**config.mk**
```make
export PLATFORM = sky130hd
export DESIGN_NAME = uart_wb_master
export DESIGN_NICKNAME = d
export VERILOG_FILES = /design/src/rtl/uart_wb_master.sv
export SDC_FILE = /design/constraint.sdc
export NUM_CORES = 1
export LEC_CHECK = 0
export BUFFER_PORTS_ARGS = -buffer_cell sky130_fd_sc_hd__buf_4
export CORE_ASPECT_RATIO = 1.1
export CORE_UTILIZATION = 47
export CTS_CLUSTER_SIZE = 40
export DETAILED_ROUTE_END_ITERATION = 6
export PLACE_DENSITY = 0.88
export SLEW_MARGIN = 20
export SYNTH_ARGS = -nofsm -noshare
export SYNTH_HDL_FRONTEND = slang
export SYNTH_SLANG_ARGS = --single-unit
export TNS_END_PERCENT = 30
```
**constraint.sdc**
```tcl
create_clock -name clk -period 3.65 [get_ports clk]
set_clock_uncertainty 0.15 [all_clocks]
set_input_delay 0.1825 -clock clk [delete_from_list [all_inputs] [get_ports clk]]
set_output_delay 0.1825 -clock clk [all_outputs]
set_load 0.005 [all_outputs]
```
**src/rtl/uart_wb_master.sv**
```systemverilog
// uart_wb_master: byte-command to Wishbone classic initiator for the UART register file.
// Runs one transaction at a time, steers byte lanes from adr[1:0], and bounds each cycle with an ack timeout.
// Ports:
//   clk, wb_rst_i                : clock, synchronous active-high reset
//   cmd_valid_i/ready_o/we_i/adr_i/dat_i : command channel (valid/ready)
//   rsp_valid_o/ready_i/dat_o/err_o      : response channel (valid/ready); err = timeout
//   wb_cyc_o/stb_o/we_o/adr_o/sel_o/dat_o, wb_dat_i, wb_ack_i : Wishbone initiator port
module uart_wb_master #(
    parameter int ADDR_WIDTH = 5,
    parameter int TIMEOUT    = 15
) (
    input  logic                  clk,
    input  logic                  wb_rst_i,
    input  logic                  cmd_valid_i,
    output logic                  cmd_ready_o,
    input  logic                  cmd_we_i,
    input  logic [ADDR_WIDTH-1:0] cmd_adr_i,
    input  logic [7:0]            cmd_dat_i,
    output logic                  rsp_valid_o,
    input  logic                  rsp_ready_i,
    output logic [7:0]            rsp_dat_o,
    output logic                  rsp_err_o,
    output logic                  wb_cyc_o,
    output logic                  wb_stb_o,
    output logic                  wb_we_o,
    output logic [ADDR_WIDTH-1:0] wb_adr_o,
    output logic [3:0]            wb_sel_o,
    output logic [31:0]           wb_dat_o,
    input  logic [31:0]           wb_dat_i,
    input  logic                  wb_ack_i
);

    localparam int CW = $clog2(TIMEOUT + 1);
    localparam logic [CW-1:0] LAST = CW'(TIMEOUT - 1);

    typedef enum logic [1:0] {
        IDLE,
        BUS,
        RSP
    } state_t;

    state_t                r_state;
    state_t                w_state;
    logic [CW-1:0]         r_cnt;
    logic [CW-1:0]         w_cnt;
    logic                  r_cmd_ready;
    logic                  w_cmd_ready;
    logic                  r_cyc;
    logic                  w_cyc;
    logic                  r_we;
    logic                  w_we;
    logic [ADDR_WIDTH-1:0] r_adr;
    logic [ADDR_WIDTH-1:0] w_adr;
    logic [3:0]            r_sel;
    logic [3:0]            w_sel;
    logic [31:0]           r_dat;
    logic [31:0]           w_dat;
    logic                  r_rsp_valid;
    logic                  w_rsp_valid;
    logic [7:0]            r_rsp_dat;
    logic [7:0]            w_rsp_dat;
    logic                  r_rsp_err;
    logic                  w_rsp_err;
    logic [7:0]            w_rd_byte;
    logic                  w_accept;

    // Lane byte picked with the latched address, so it matches wb_sel_o.
    assign w_rd_byte = wb_dat_i[{r_adr[1:0], 3'b000} +: 8];
    assign w_accept  = cmd_valid_i & r_cmd_ready;

    always_ff @(posedge clk) begin
        if (wb_rst_i) begin
            r_state     <= IDLE;
            r_cnt       <= '0;
            r_cmd_ready <= 1'b0;
            r_cyc       <= 1'b0;
            r_we        <= 1'b0;
            r_adr       <= '0;
            r_sel       <= '0;
            r_dat       <= '0;
            r_rsp_valid <= 1'b0;
            r_rsp_dat   <= '0;
            r_rsp_err   <= 1'b0;
        end else begin
            r_state     <= w_state;
            r_cnt       <= w_cnt;
            r_cmd_ready <= w_cmd_ready;
            r_cyc       <= w_cyc;
            r_we        <= w_we;
            r_adr       <= w_adr;
            r_sel       <= w_sel;
            r_dat       <= w_dat;
            r_rsp_valid <= w_rsp_valid;
            r_rsp_dat   <= w_rsp_dat;
            r_rsp_err   <= w_rsp_err;
        end
    end

    always_comb begin
        w_state     = r_state;
        w_cnt       = r_cnt;
        w_cmd_ready = r_cmd_ready;
        w_cyc       = r_cyc;
        w_we        = r_we;
        w_adr       = r_adr;
        w_sel       = r_sel;
        w_dat       = r_dat;
        w_rsp_valid = r_rsp_valid;
        w_rsp_dat   = r_rsp_dat;
        w_rsp_err   = r_rsp_err;
        case (r_state)
            IDLE: begin
                // Ready rises one edge after reset release, never during reset.
                w_cmd_ready = 1'b1;
                if (w_accept) begin
                    w_cmd_ready = 1'b0;
                    w_cyc       = 1'b1;
                    w_we        = cmd_we_i;
                    w_adr       = cmd_adr_i;
                    w_sel       = 4'b0001 << cmd_adr_i[1:0];
                    w_dat       = cmd_we_i ? {4{cmd_dat_i}} : 32'h0;
                    w_cnt       = '0;
                    w_state     = BUS;
                end
            end
            BUS: begin
                // Ack is checked first so an ack on the last allowed cycle is a success.
                if (wb_ack_i) begin
                    w_cyc       = 1'b0;
                    w_rsp_err   = 1'b0;
                    w_rsp_dat   = r_we ? 8'h00 : w_rd_byte;
                    w_rsp_valid = 1'b1;
                    w_state     = RSP;
                end else if (r_cnt == LAST) begin
                    w_cyc       = 1'b0;
                    w_rsp_err   = 1'b1;
                    w_rsp_dat   = 8'h00;
                    w_rsp_valid = 1'b1;
                    w_state     = RSP;
                end else begin
                    w_cnt = r_cnt + CW'(1);
                end
            end
            RSP: begin
                if (rsp_ready_i) begin
                    w_rsp_valid = 1'b0;
                    w_cmd_ready = 1'b1;
                    w_state     = IDLE;
                end
            end
            default: begin
                w_state = IDLE;
            end
        endcase
    end

    assign cmd_ready_o = r_cmd_ready;
    assign rsp_valid_o = r_rsp_valid;
    assign rsp_dat_o   = r_rsp_dat;
    assign rsp_err_o   = r_rsp_err;
    assign wb_cyc_o    = r_cyc;
    assign wb_stb_o    = r_cyc;
    assign wb_we_o     = r_we;
    assign wb_adr_o    = r_adr;
    assign wb_sel_o    = r_sel;
    assign wb_dat_o    = r_dat;

endmodule

```
==> summary.txt, run 1 <==
STA
  • Unrepaired setup endpoints after global routing: false
  • Relative max-transition margin: 33.5%
  • Setup TNS: 0 ns
  • Final hold viol count: 0
  • Max Slew Vio Count: 0
  • Worst Max-Slew Pin Slew: 0.996 ns
  • Peak Freq: 473 MHz
  • Final-report setup violation count: 0
  • Final min period: 2.11 ns
  • Final period util: 57.9%

GRT
  • Vias in the first global route: 1,460
  • GRT overflow: 0
  • First-pass GRT wire length: 6410 µm
  • Initial antenna violation count: 0
  • Global Route Usage Sum: 21.3%
  • Largest net degree at the start of global routing: 29

Synthesis
  • XOR/XNOR Fraction of Synth Area: 0%
  • Mapped Nets: 235
  • Cells after Synth: 182
  • Synthesized flop and latch total: 36
  • Post-synthesis mux area share: 9.96%
  • Distinct cells, synth: 37
  • Seq/Total Area, Yosys: 39.8%
  • Mapped Area: 0.00181 mm²
  • Post-Synth Simple-Gate Area: 16.0%
  • Post-synthesis compound-gate area fraction: 18.0%
  • Largest family of logic cells by synthesized area: compound AO/OA/AOI/OAI gates
  • Yosys warnings: 0
  • Adder-Cell Fraction of Synth Area: 1.38%
  • Post-Syn Area per Cell: 9.94 µm²

Power and ir drop
  • Switching portion of total power: 20.4%
  • Int Power: 840 µW
  • Logic pwr share: 14.1%
  • Sw Pwr: 215 µW
  • Worst vdd ir: 0.000311 V
  • Clk pwr share: 45.6%
  • Leakage: 0.00114 µW
  • Power Density: 404 mW/mm²
  • Sequential Power Share: 40.3%

Clock tree
  • Root Driver: clkbuf_8
  • CTS tree: yes
  • Later-pin clock latency in the skew report: 0.29 ns
  • Post-cts repair resize count: 0
  • Clk sinks: 36
  • Clock transition at path regs: 0.08 ns
  • CTS Buffer Depth: 2
  • Postcts setup bufs: 0
  • CTS buffer count: 5
  • H-tree depth: 2

Hold path
  • WHS Endpoint: wb_adr_o[2]
  • HP Class: in -> reg
  • Hold path startpoint: cmd_adr_i[2]
  • Worst Hold Path Cells: 3

Cells and area
  • Fin cells: 313
  • Share of layout cells above drive strength 1: 51.7%
  • Fin nets: 315
  • Antenna cell count: 0
  • Commonest non-fill, non-tap cells in the layout: buf_4, dfxtp_1, nand2_1, a21oi_1
  • Area growth syn-to-layout: 44.4%
  • Most common cell after layout, fill and taps aside: buf_4

Setup path
  • Critical path type: reg -> reg
  • CP Capture Type: flop
  • Worst reg2reg setup slack: 1.54 ns
  • Critical R2R Launch: r_state[0]
  • CP Data Required Time: 3.72 ns
  • Crit-path cells: nand4bb_1, buf_4, or3_1, a21oi_1
  • Startpoint types: flop
  • Critical path arrival: 2.18 ns
  • Slowest library cell on the worst path: nand4bb_1
  • Reg2reg end: wb_sel_o[0]
  • R2R depth: 4
  • Slowest Stage Delay on Critical Path: 0.64 ns
  • Maximum fanout along the worst path: 15

Drt
  • Iteration-0 DRC Markers: 44
  • Detail Route Antenna Nets: 0
  • Routed wire length: 4400 µm
  • Routed met3 length: 349 µm
  • Vias per inst: 5.22
  • Top routing layer in use: met4
  • First-pass iteration count of the detailed router: 4
  • Metal2 WL: 2270 µm
  • DR WL/cell: 14.1 µm
  • Drt drc: 0
  • Via count: 1,633
  • Length of routed wiring on met1: 1740 µm

Placement
  • Dpl hpwl: 3290 µm
  • Cell Count Post-Placement: 303
  • GPL Wtd Cong: 0.792
  • IO buf count: 105

Floorplanning
  • Total core area: 0.00365 mm²
  • Area of the die: 0.00410 mm²
  • Die height: 67.1 µm
  • Number of cell rows: 23
  • Die Wd: 61.2 µm
  • I/O pin cnt: 106
  • Initial Util: 49.5%

Job
  • # Max-Cap Violations: 0

Outcome
  • Status: finished, final reports clean
==> power groups by stage <==
stage / combinational [µW] / clock [µW] / sequential, µW
after floorplan: 79.6 / 0 / 427
after global placement: 144 / 0 / 433
after detailed placement: 147 / 0 / 434
after CTS: 150 / 490 / 425
after global routing: 162 / 510 / 428
final: 149 / 481 / 425
==> worst max-delay path by stage <==
stage                from          end  slack, ns  cells past startpoint
2_1_floorplan    r_cnt[0]     r_cnt[0]       2.04                      5
3_3_place_gp   r_state[0]  wb_sel_o[0]       1.61                      4
3_5_place_dp   r_state[0]  wb_sel_o[0]       1.53                      4
4_1_cts        r_state[0]  wb_sel_o[0]       1.53                      4
5_1_grt        r_state[0]  wb_sel_o[0]       1.37                      4
6_report       r_state[0]  wb_sel_o[0]       1.54                      4
==> critical path: cells and delay by family (launching register included) <==
| family | cells | cell delay [ns] |
|---|---|---|
| AO/OA/AOI/OAI | 1 | 0.14 |
| buffers and inverters | 1 | 0.39 |
| flip-flops | 1 | 0.41 |
| AND/OR/NAND/NOR | 2 | 0.95 |
==> synth_stat cells <==
cell type	count	area [µm²]
nand2b_2	1	8.76
a21oi_4	1	16.3
a31o_2	2	17.5
nor2_1	1	3.75
nand3b_1	1	7.51
mux4_2	8	180
nand2_1	26	97.6
buf_2	4	20.0
nand3_1	7	35.0
buf_1	3	11.3
o21ai_0	1	5.00
buf_4	26	195
a41oi_1	2	17.5
o31ai_1	1	7.51
o21a_1	2	15.0
o211a_1	1	10.0
a21oi_2	3	26.3
dfxtp_1	36	721
o21ai_1	1	5.00
nand4bb_1	1	11.3
nor4bb_1	1	10.0
nor4b_2	1	15.0
and2b_1	1	7.51
a211oi_1	1	7.51
nand3b_2	1	11.3
buf_6	2	22.5
nand3_2	2	20.0
o211ai_1	2	15.0
a32oi_1	1	8.76
and4bb_2	1	12.5
or3_1	3	18.8
nor4_1	1	6.26
a22o_1	8	70.1
ha_1	2	25.0
nor4b_4	1	23.8
a21oi_1	21	105
inv_1	5	18.8
==> cell families (layout without fill, tap and decap cells) <==
logic type,Yosys count,after routing
AOI/OAI and AO/OA,47,47
adders and majority gates,2,2
buffers and inverters,40,121
DFF,36,36
muxes,8,8
and+or+nand+nor,49,49
==> flip-flops by register name, indices dropped and copies added, names as in the netlist <==
register     cells
cmd_ready_o      1
r_cnt            4
r_state          2
rsp_dat_o        8
rsp_err_o        1
rsp_valid_o      1
wb_adr_o         5
wb_cyc_o         1
wb_dat_o         8
wb_sel_o         4
wb_we_o          1
==> per-stage QoR <==
stage	hold slack, ns	util (%)	worst slack (ns)	power (µW)	cell area, µm²
final	0.0121	71.5	1.54	1050	2610
after detailed placement	0.267	66.6	1.53	581	2430
after CTS	0.00603	71.5	1.53	1070	2610
after global placement	0.270	66.6	1.61	577	2430
after floorplan	0.131	-	2.04	507	1810
after global routing	0.00877	71.5	1.37	1100	2610
==> area by class of cell <==
class / count / area [µm²]
inverters: 5 / 18.8
clock inverters: 3 / 90.1
flip-flops and latches: 36 / 721
repair buffers: 108 / 816
fillers: 277 / 1040
multi-input cells: 106 / 836
well taps: 50 / 62.6
clock buffers: 5 / 68.8
==> layer usage <==
layer	vias up	global-route usage [%]
met2	77	37.5
met3	4	4.85
li1	791	-
met5	-	0
met4	0	9.66
met1	761	23.8
==> what timing repair did <==
action	in CTS	in global routing
setup endpoints to repair	0	0
hold endpoints to repair	2	0
hold buffers	2	0
No activity file was read; power rests on OpenSTA's default activity.
==> run 2, diff against run 1 <==
--- a/config.mk
+++ b/config.mk
@@ -5,12 +5,13 @@
 export SDC_FILE = /design/constraint.sdc
 export NUM_CORES = 1
 export LEC_CHECK = 0
+export ABC_AREA = 1
 export BUFFER_PORTS_ARGS = -buffer_cell sky130_fd_sc_hd__buf_4
 export CORE_ASPECT_RATIO = 1.1
-export CORE_UTILIZATION = 47
+export CORE_UTILIZATION = 41
 export CTS_CLUSTER_SIZE = 40
 export DETAILED_ROUTE_END_ITERATION = 6
-export PLACE_DENSITY = 0.88
+export PLACE_DENSITY = 0.8
 export SLEW_MARGIN = 20
 export SYNTH_ARGS = -nofsm -noshare
 export SYNTH_HDL_FRONTEND = slang
==> constraint.sdc (replaced) <==
create_clock -name clk -period 1.84 [get_ports clk]
set_clock_uncertainty 0.15 [all_clocks]
set_input_delay 0.092 -clock clk [delete_from_list [all_inputs] [get_ports clk]]
set_output_delay 0.092 -clock clk [all_outputs]
set_load 0.005 [all_outputs]
==> run 2 against run 1 <==
Global-route usage is 2.6 points lower. Non-clock buffer count is 17 higher. Combinational power grew to 2.6 times the previous value. Core utilization is 9.0 points lower. Worst setup slack worse by 1.3 ns. Register-to-register slack worse by 1.3 ns. Maximum frequency is 32% higher. Largest cell class is now non-clock buffers. Highest routed layer unchanged.
==> summary.txt, run 2 <==
Outcome
  • Status: finished, final reports clean

Placement
  • IO buf count: 105
  • Post-DP Area: 0.00267 mm²
  • Dpl ws: 0.292 ns
  • Dpl hpwl: 3630 µm
  • GPL Wtd Cong: 0.879

GRT
  • Vias in the first global route: 1,821
  • Largest net degree at the start of global routing: 24
  • Initial antenna violation count: 0
  • GRT overflow: 0
  • Global Route Usage Sum: 18.8%
  • First-pass GRT wire length: 7930 µm

Clock tree
  • H-tree depth: 2
  • Root Driver: clkbuf_8
  • Clk sinks: 36
  • Later-pin clock latency in the skew report: 0.29 ns
  • CTS tree: yes
  • Hold Buf Count CTS: 16
  • CTS buffer count: 5
  • Post-cts repair resize count: 0
  • Postcts setup bufs: 0
  • Clock transition at path regs: 0.07 ns
  • CTS Buffer Depth: 2

Cells and area
  • Final instance area: 0.00293 mm²
  • Most common cell after layout, fill and taps aside: buf_4
  • Commonest non-fill, non-tap cells in the layout: buf_4, nand2_1, inv_1, nand3_1, dfxtp_1
  • Util after Layout: 62.5%
  • Antenna cell count: 0
  • Area growth syn-to-layout: 44.5%
  • Share of layout cells above drive strength 1: 33.8%
  • Fin nets: 446

Synthesis
  • Most frequent cell after synthesis: nand2_1
  • Distinct cells, synth: 27
  • Synthesized flop and latch total: 36
  • Mapped Area: 0.00203 mm²
  • Cells after Synth: 296
  • Async SR Flop Fraction: 0%
  • Seq/Total Area, Yosys: 35.6%
  • Yosys warnings: 0
  • Synth cell count leaders: nand2_1, inv_1, nand3_1, dfxtp_1, buf_4
  • Leading register cell type out of synthesis: dfxtp_1
  • Synth top area share: 35.6%
  • Area contributors post-synth: dfxtp_1, nand2_1, buf_4
  • EDFF count, synth: 0
  • Post-Syn Area per Cell: 6.84 µm²
  • Synth area leader: dfxtp_1
  • Mapped Nets: 349

STA
  • Peak Freq: 625 MHz
  • Final worst slack: 0.240 ns
  • Relative max-transition margin: 69.4%
  • Worst Max-Slew Pin Slew: 0.459 ns
  • Setup TNS: 0 ns
  • Final hold viol count: 0
  • Final-report setup violation count: 0
  • Final hold slack: 0.0835 ns
  • Unrepaired setup endpoints after global routing: false
  • Final min period: 1.60 ns
  • Final period util: 87.0%
  • Max Slew Vio Count: 0

Hold path
  • Worst Hold Path Cells: 7
  • HP Class: in -> reg

Power and ir drop
  • Worst vdd ir: 0.000285 V
  • Leakage: 0.00154 µW
  • Power Density: 618 mW/mm²

Setup path
  • Maximum fanout along the worst path: 23
  • Slowest library cell on the worst path: nand3_2
  • Slowest Stage Delay on Critical Path: 0.38 ns
  • R2R depth: 5
  • Critical path type: reg -> reg
  • Startpoint types: flop
  • Crit-path cells: nor2_2, nand3_2, nand2_2, nand2_1, a21oi_1
  • CP Data Required Time: 1.90 ns
  • CP Capture Type: flop
  • Critical path arrival: 1.66 ns

Job
  • # Max-Cap Violations: 0

Floorplanning
  • Number of cell rows: 26
  • I/O pin cnt: 106
  • Initial Util: 43.2%
  • Die height: 75.7 µm
  • Area of the die: 0.00523 mm²
  • Die Wd: 69.0 µm
  • Total core area: 0.00468 mm²

Drt
  • Detail Route Antenna Nets: 0
  • Drt drc: 0
  • Via count: 2,081
  • Iteration-0 DRC Markers: 99
  • First-pass iteration count of the detailed router: 4
  • Vias per inst: 4.62
  • Routed wire length: 5160 µm
  • DR WL/cell: 11.5 µm
[run 2: cell count changes after synthesis, moves of 3 or more]
cell	before	now
inv_2	0	4
buf_1	3	0
mux4_2	8	0
inv_1	5	48
a22o_1	8	0
nor2_1	1	13
nand3_1	7	38
nand2_1	26	70
or3_1	3	0
a21oi_1	21	14
o21ai_0	1	16
[run 2: layer usage]
| metal | track usage, % | routed length [µm] | vias up |
|---|---|---|---|
| met5 | 0 | 0 | - |
| met4 | 7.94 | 98 | 0 |
| met3 | 4.37 | 313 | 14 |
| met2 | 34.5 | 2640 | 82 |
| met1 | 21.3 | 2110 | 903 |
| li1 | - | - | 1082 |
[run 2: layout make-up]
cell class / instances / area, µm²
well taps: 56 / 70.1
flip-flops and latches: 36 / 721
clock inverters: 1 / 7.51
fillers: 423 / 1760
repair buffers: 125 / 978
clock buffers: 7 / 86.3
inverters: 53 / 199
multi-input cells: 172 / 865
[run 2: cell families (layout without fill, tap and decap cells)]
| group | Yosys count | after routing | share of synthesized area [%] |
|---|---|---|---|
| adders and majority gates | 2 | 2 | 1.24 |
| and+or+nand+nor | 136 | 136 | 32.8 |
| buffers and inverters | 88 | 186 | 21.7 |
| AOI/OAI and AO/OA | 34 | 34 | 8.65 |
| DFF | 36 | 36 | 35.6 |
[run 2: where the power goes]
group / internal (µW) / switching [µW] / total (µW)
Combinational: 207 / 175 / 381
Clock: 304 / 284 / 588
Sequential: 812 / 29.0 / 841
[run 2: per-stage QoR]
step,power [µW],cells
finish,1810,450
global route,1900,450
detailed placement,1210,426
global placement,1200,426
floorplan,1050,296
CTS,1810,450
[run 2: worst paths after layout]
| path | to | slack, ns | startpoint |
|---|---|---|---|
| max reg2reg | r_cnt[0] | 0.24 | r_state[1] |
| max | r_cnt[0] | 0.24 | r_state[1] |
| min | rsp_dat_o[6] | 0.08 | wb_dat_i[22] |
| min reg2reg | rsp_dat_o[3] | 0.32 | rsp_dat_o[3] |
[run 2: critical path, delay by kind of cell (launching register included)]
kind,cells,cell delay [ns]
AND/OR/NAND/NOR,4,0.87
AO/OA/AOI/OAI,1,0.14
flip-flops,1,0.35
